$ cat config.mk
export PLATFORM = sky130hd
export DESIGN_NAME = cpl1_decode_serial
export DESIGN_NICKNAME = d
export VERILOG_FILES = /design/src/rtl/cpl1_decode_serial_pkg.sv /design/src/rtl/cpl1_decode_serial_invert.sv /design/src/rtl/cpl1_decode_serial.sv
export SDC_FILE = /design/constraint.sdc
export NUM_CORES = 1
export LEC_CHECK = 0
export ABC_AREA = 0
export BUFFER_PORTS_ARGS = -buffer_cell sky130_fd_sc_hd__buf_2
export CORE_MARGIN = 3
export CORE_UTILIZATION = 56
export DETAILED_ROUTE_END_ITERATION = 8
export PLACE_DENSITY = 0.82
export SLEW_MARGIN = 20
export SYNTH_ARGS = -nofsm -noshare
export SYNTH_HDL_FRONTEND = slang
export SYNTH_SLANG_ARGS = --single-unit
$ cat constraint.sdc
create_clock -name clk -period 4.5 [get_ports clk]
set_input_delay 0.225 -clock clk [delete_from_list [all_inputs] [get_ports clk]]
set_output_delay 0.225 -clock clk [all_outputs]
set_load 0.01 [all_outputs]
$ cat src/rtl/cpl1_decode_serial_pkg.sv
// Shared constants for the serial ones'-complement to sign-magnitude decoder.
package cpl1_decode_serial_pkg;

  localparam int W_DEF = 4;

  localparam logic [1:0] IDLE = 2'd0;
  localparam logic [1:0] CORR = 2'd1;
  localparam logic [1:0] CONV = 2'd2;
  localparam logic [1:0] DONE = 2'd3;

endpackage

$ cat src/rtl/cpl1_decode_serial_invert.sv
// W-bit conditional inverter: result = data when inv=0, ~data when inv=1.
module cpl_invert_w #(
  parameter int W = 4
) (
  input  logic [W-1:0] data,
  input  logic         inv,
  output logic [W-1:0] result
);

  assign result = data ^ {W{inv}};

endmodule

$ cat src/rtl/cpl1_decode_serial.sv
// Bit-serial end-around-carry correction of a ones'-complement sum, then sign/magnitude decode.
// Handshake: a word transfers on a rising edge where valid and ready are both high; one word in flight.
module cpl1_decode_serial
  import cpl1_decode_serial_pkg::*;
#(
  parameter int W = W_DEF
) (
  input  logic         clk,
  input  logic         rst_n,
  input  logic         in_valid,
  output logic         in_ready,
  input  logic [W-1:0] in_data,
  input  logic         in_cout,
  output logic         out_valid,
  input  logic         out_ready,
  output logic [W-1:0] out_mag,
  output logic         out_sign,
  output logic         out_negzero
);

  localparam int CW = (W > 2) ? $clog2(W) : 1;

  logic [1:0]    state;
  logic [W-1:0]  sh;
  logic          c;
  logic [CW-1:0] cnt;
  logic          sum;
  logic          allones;
  logic [W-1:0]  mag;

  assign in_ready = (state == IDLE);
  assign sum      = sh[0] ^ c;
  assign allones  = &sh;

  // Negative words (MSB set) are flipped to recover the magnitude.
  cpl_invert_w #(.W(W)) u_invert (
    .data   (sh),
    .inv    (sh[W-1]),
    .result (mag)
  );

  always_ff @(posedge clk or negedge rst_n) begin
    if (!rst_n) begin
      state       <= IDLE;
      sh          <= '0;
      c           <= 1'b0;
      cnt         <= '0;
      out_valid   <= 1'b0;
      out_mag     <= '0;
      out_sign    <= 1'b0;
      out_negzero <= 1'b0;
    end else begin
      case (state)
        IDLE: begin
          if (in_valid) begin
            sh    <= in_data;
            c     <= in_cout;
            cnt   <= '0;
            state <= CORR;
          end
        end
        CORR: begin
          // LSB-first ripple: the carry out of the MSB is dropped, so all-ones plus one wraps to zero.
          sh  <= {sum, sh[W-1:1]};
          c   <= sh[0] & c;
          cnt <= cnt + CW'(1);
          if (cnt == CW'(W - 1)) state <= CONV;
        end
        CONV: begin
          out_sign    <= sh[W-1] & ~allones;
          out_mag     <= mag;
          out_negzero <= allones;
          out_valid   <= 1'b1;
          state       <= DONE;
        end
        DONE: begin
          if (out_ready) begin
            out_valid <= 1'b0;
            state     <= IDLE;
          end
        end
        default: state <= IDLE;
      endcase
    end
  end

endmodule

# Word-level counts from Yosys, hierarchy flattened
# Cells that the tools add are included.
classes:
  n_eq_ne: 7
  muxes: 12
  n_reduce_logical: 7
  bitwise: 5
  addsub: 1
op_table:
  columns: ["operator", "count"]
  rows:
  - ["2-bit two-way mux", 4]
  - ["2-bit one-hot mux with 4 select lines", 1]
  - ["4-bit one-hot mux with 2 select lines", 1]
  - ["2-bit equality test (second input constant)", 3]
  - ["2-bit inequality test (second input constant)", 3]
  - ["4-bit two-way mux", 1]
  - ["1-bit one-hot mux with 2 select lines", 2]
  - ["2-bit one-hot mux with 2 select lines", 1]
  - ["2-bit AND reduction", 2]
  - ["4-bit AND reduction", 1]
  - ["2-bit nonzero test", 2]
  - ["4-bit bitwise XOR", 1]
  - ["3-bit AND reduction", 1]
  - ["2-bit by 1-bit adder with 2-bit output (second input constant)", 1]
  - ["1-bit bitwise AND", 2]
  - ["2-bit by 1-bit equality test with 1-bit output (second input constant)", 1]
  - ["2-bit logical NOT", 1]
  - ["1-bit two-way mux", 2]
  - ["1-bit inverter", 1]
  - ["1-bit bitwise XOR", 1]
word_totals:
  register_bits: 16
  word_cells: 40

# Longest topological paths before layout
depth:
  word_depth: 3
  depth_mapped: 6
  ltp_nobuf: 5

# Modules after synthesis
# A second synthesis with hierarchy kept.
hier_totals:
  hier_cells: 74
  area_unflattened_um2: 852.1
modules_own_cells:
  columns: ["mod", "cells_per_inst", "instances", "area_per_inst_um2", "seq_area_each_um2"]
  rows:
  - ["cpl1_decode_serial", 70, 1, 817.0, 400.4]
  - ["cpl_invert_w", 4, 1, 35.0, 0.0]

# Worst setup path after synthesis
# No wires, ideal clock.
synth_timing:
  kind: "register to register"
  startpoint: "register state[0]"
  endpoint: "register state[1]"
  path_stages_with_launch: 6
  period_less_slack_ns: 1.498
  arrival_ns: 1.370
  slack_ns: 3.002
  required_ns: 4.372
  cell_sequence: "dfrtp_1 > inv_1 > ha_1 > nor2b_4 > a221oi_2 > mux2_1"
synth_between:
  elab_chain_len: 3
synth_rtl:
  columns: ["item", "line_no", "source"]
  rows:
  - ["from (decl)", "cpl1_decode_serial.sv:23", "logic [1:0] state;"]
  - ["from (signal assigned)", "cpl1_decode_serial.sv:44", "state <= IDLE;"]
  - ["from (signal assigned)", "cpl1_decode_serial.sv:59", "state <= CORR;"]
  - ["from (signal assigned)", "cpl1_decode_serial.sv:67", "if (cnt == CW'(W - 1)) state <= CONV;"]
  - ["2-bit logical NOT *", null, null]
  - ["net in_ready", "cpl1_decode_serial.sv:11", "output logic in_ready,"]
  - ["2-bit inequality test (no line)", null, null]
  - ["3-bit AND reduction (no line)", null, null]
# Mark *: on every way through the listed nets, which the timed path passes. The rest lies on a longest branch.
# A chain may end at the register's enable or synchronous reset.

# Final worst setup path
layout_timing:
  startpoint: "register state[0]"
  endpoint: "register sh[2]"
layout_between:
  elab_chain_len: 3
layout_rtl:
  columns: ["item", "line_no", "source"]
  rows:
  - ["2-bit by 1-bit equality test with 1-bit output or 2-bit logical NOT (tied branches)", "cpl1_decode_serial.sv:53", "case (state)"]
  - ["2-bit nonzero test (no line) or 2-bit inequality test (tied branches)", null, null]
  - ["2-bit AND reduction (no line)", null, null]
  - ["to (signal assigned)", "cpl1_decode_serial.sv:56", "sh <= in_data;"]
  - ["to (signal assigned)", "cpl1_decode_serial.sv:64", "sh <= {sum, sh[W-1:1]};"]
  - ["to (decl)", "cpl1_decode_serial.sv:24", "logic [W-1:0] sh;"]
# Several ways; a longest one is shown, not always the timed one.

==> impl_metrics.ini <==
[worst_setup_path]
crit_path_cell_trace = inv_1 -> ha_1 -> nor2b_4 -> nor2b_2 -> a221o_1
setup.reg_to_reg.worst_slack_ns = 2.75
worst_ep_arrival_time_ns = 1.92
worst_path_largest_cell_delay_ns = 0.42
rr_worst_depth = 5
worst_setup_path_start_kind = flop
setup.worst_path.class = flop to flop
critical_path_depth = 5
crit_family = flip-flops
critical_path.endpoint_type = flop
cp_max_fo = 13
slowest_stage = dfrtp_1
worst_ep_required_time_ns = 4.67
critPathBufInv = 1

[grt]
antenna_found_initial = 0
track_usage_pct = 17.5
first_pass_grt_wire_length_um = 2460
overflow = 0
grt_use_met1_pct = 21.3
grt_pass1_vias = 565
grt_util_met2_pct = 29.9
gr-max-usage-layer = met2
global_route.usage.met3_pct = 3.66
grt_start_max_net_pins = 16

[pwr]
power_per_cell_area_mw_per_mm2 = 689
static-leakage-power_nw = 0.451
design_power_total_uw = 638
power.ir.vdd_worst_v = 0.000339

[sta]
setup_viol_count_final = 0
layout_worst_path_cycle_share_pct = 38.8
setup_tns_ns = 0
rsz_0062_raised_after_global_routing = no
post_route_minimum_period_ns = 1.75
clock.fmax_mhz = 572
fin_worst_skew_ns = 0.00355
hold_violations = 0
timing.final.max_slew_violations = 0

[routing]
final_wirelength_um = 1440
routed_wire_length_per_instance_um = 13.7
via_per_inst = 5.54
total_number_of_vias = 582
dr.pass1.iters = 5
first_iter_violations = 24
drtAntennaViolNets = 0
drcViolationCount = 0

[clocking]
number_of_clock_sinks_seen_by_cts = 15
clock_insertion_delay_worst_skew_ns = 0.28
cts_setup_buffers = 0
postCtsHoldBufs = 1
cts.clk_slew.worst_paths_ns = 0.09
clock_tree.buffer_depth = 2
clock-root-buffer = clkbuf_4
clock_tree_from_tritoncts = done
cts_buffers = 3
clock_tree.htree_level_count = 1
cts_repair_resize_count = 0

[synth]
number_of_flip_flops_and_latches_in_the_synthesized_netlist = 15
count_of_synthesis_stage_warnings_from_yosys = 0
synth.cell_area_um2 = 817
synth_cell_types = 25
synth.net_count = 90
postSynthAreaPerCell_um2 = 11.0
seq_area_frac_synth_pct = 45.9
netlist_instances = 74

[floorplan]
floorplan.initialDensity_pct = 61.3
core_area_mm2 = 0.00133
floorplan.rows = 13
floorplan.io_pins = 17
die_height_um = 44.2
fp.dieArea_mm2 = 0.00195
die-width_um = 44.2

[finish]
design.final.nets = 107
register_cell_area_after_layout_um2 = 375
filler_cell_count = 97
fraction_of_final_layout_cells_with_drive_strength_greater_than_1_pct = 25.6
num_antenna_cells = 0
multiInputGateArea_um2 = 397
areaGrowthSynthToFinish_pct = 13.3

[run]
max_cap_violations = 0

[placed_design]
detailed_place_hpwl_um = 1140
gp_congestion = 0.857
portBuffers = 15

[hold_path]
hold_class = input port to flop
timing.hold.worst_path_depth = 3

[status]
run_status = finished, final reports clean
final timing paths:
kind,from,end
worst max register to register,state[0]$_DFFE_PN0P_,sh[2]$_DFFE_PN0P_
worst max-delay path,state[0]$_DFFE_PN0P_,sh[2]$_DFFE_PN0P_
worst min register to register,out_mag[2]$_DFFE_PN0P_,out_mag[2]$_DFFE_PN0P_
worst min-delay path,out_ready,out_valid$_DFFE_PN0P_
min in group asynchronous,rst_n,cnt[1]$_DFFE_PN0P_
max in group asynchronous,rst_n,sh[3]$_DFFE_PN0P_
routing by layer:
layer / part of all wire, % / wire [µm] / up-vias
met5: 0 / 0 / -
met4: 0.69 / 10 / 0
met3: 5.5 / 79 / 2
met2: 47 / 683 / 17
met1: 46 / 667 / 266
li1: - / - / 297
registers in the layout, indices dropped and copies added (netlist names):
register     count
sh               4
state            2
out_mag          3
out_valid        1
c                1
out_sign         1
cnt              2
out_negzero      1
cell type report:
| class | count | share of cell area, % |
|---|---|---|
| Inverter | 6 | 2.43 |
| Tap cell | 15 | 2.03 |
| Timing Repair Buffer | 16 | 9.19 |
| Clock inverter | 1 | 0.541 |
| Sequential cell | 15 | 40.5 |
| Multi-Input combinational cell | 49 | 42.8 |
| Clock buffer | 3 | 2.43 |
worst register-to-register path, stage by stage, from the launching register on:
cell and delay (ns):
dfrtp_1 0.42, inv_1 0.09, ha_1 0.36, nor2b_4 0.31, nor2b_2 0.12, a221o_1 0.35
stage by stage:
stage | utilization (%) | hold WS [ns] | setup slack (ns) | cells | area [µm²]
finish | 69.4 | 0.232 | 2.75 | 105 | 926
global route | 69.4 | 0.232 | 2.65 | 105 | 926
CTS | 69.4 | 0.225 | 2.76 | 105 | 926
detailed placement | 66.6 | 0.142 | 2.76 | 100 | 888
global placement | 66.6 | 0.140 | 2.85 | 100 | 888
floorplan | - | -0.0706 | 3.00 | 74 | 817
cell usage after synthesis (all sizes together):
library cell	instances	area (µm²)
a221o	5	50.1
ha	7	87.6
nand3	6	30.0
o21bai	1	7.51
nor2	4	15.0
xnor2	2	17.5
a22o	1	8.76
dfrtp	15	375
a21oi	6	30.0
inv	6	22.5
buf	4	22.5
conb	1	3.75
o21ai	1	5.00
and4b	1	10.0
mux2i	1	10.0
a221oi	1	15.0
a22oi	1	7.51
nor2b	2	22.5
nand2b	4	25.0
o2bb2ai	1	8.76
a2bb2oi	1	8.76
mux2	3	33.8
logic make-up after synthesis:
logic type	share of synthesized area (%)
AO/OA/AOI/OAI	17.3
AND/OR/NAND/NOR	12.6
flip-flops	45.9
buffers and inverters	5.51
adder cells (fa/ha/maj)	10.7
multiplexers	5.36
XOR/XNOR	2.14
other	0.459
power breakdown:
group	switching [mW]	total, mW	internal, mW	leakage [nW]
Combinational	0.156	0.315	0.159	0.248
Clock	0.0422	0.0751	0.0329	0.0177
Sequential	0.0525	0.247	0.195	0.185
cells in the final DEF (no fill, tap or decap), drive strengths merged:
master	count
dfrtp	15
buf	15
ha	7
inv	6
nand3	6
a21oi	6
a221o	5
nand2b	4
nor2	4
clkbuf	3
mux2	3
xnor2	2
nor2b	2
mux2i	1
a221oi	1
o21bai	1
a22o	1
and4b	1
a22oi	1
a2bb2oi	1
o2bb2ai	1
o21ai	1
conb	1
clkinv	1
dlygate4sd3	1
Power figures use the tool's default switching activity.
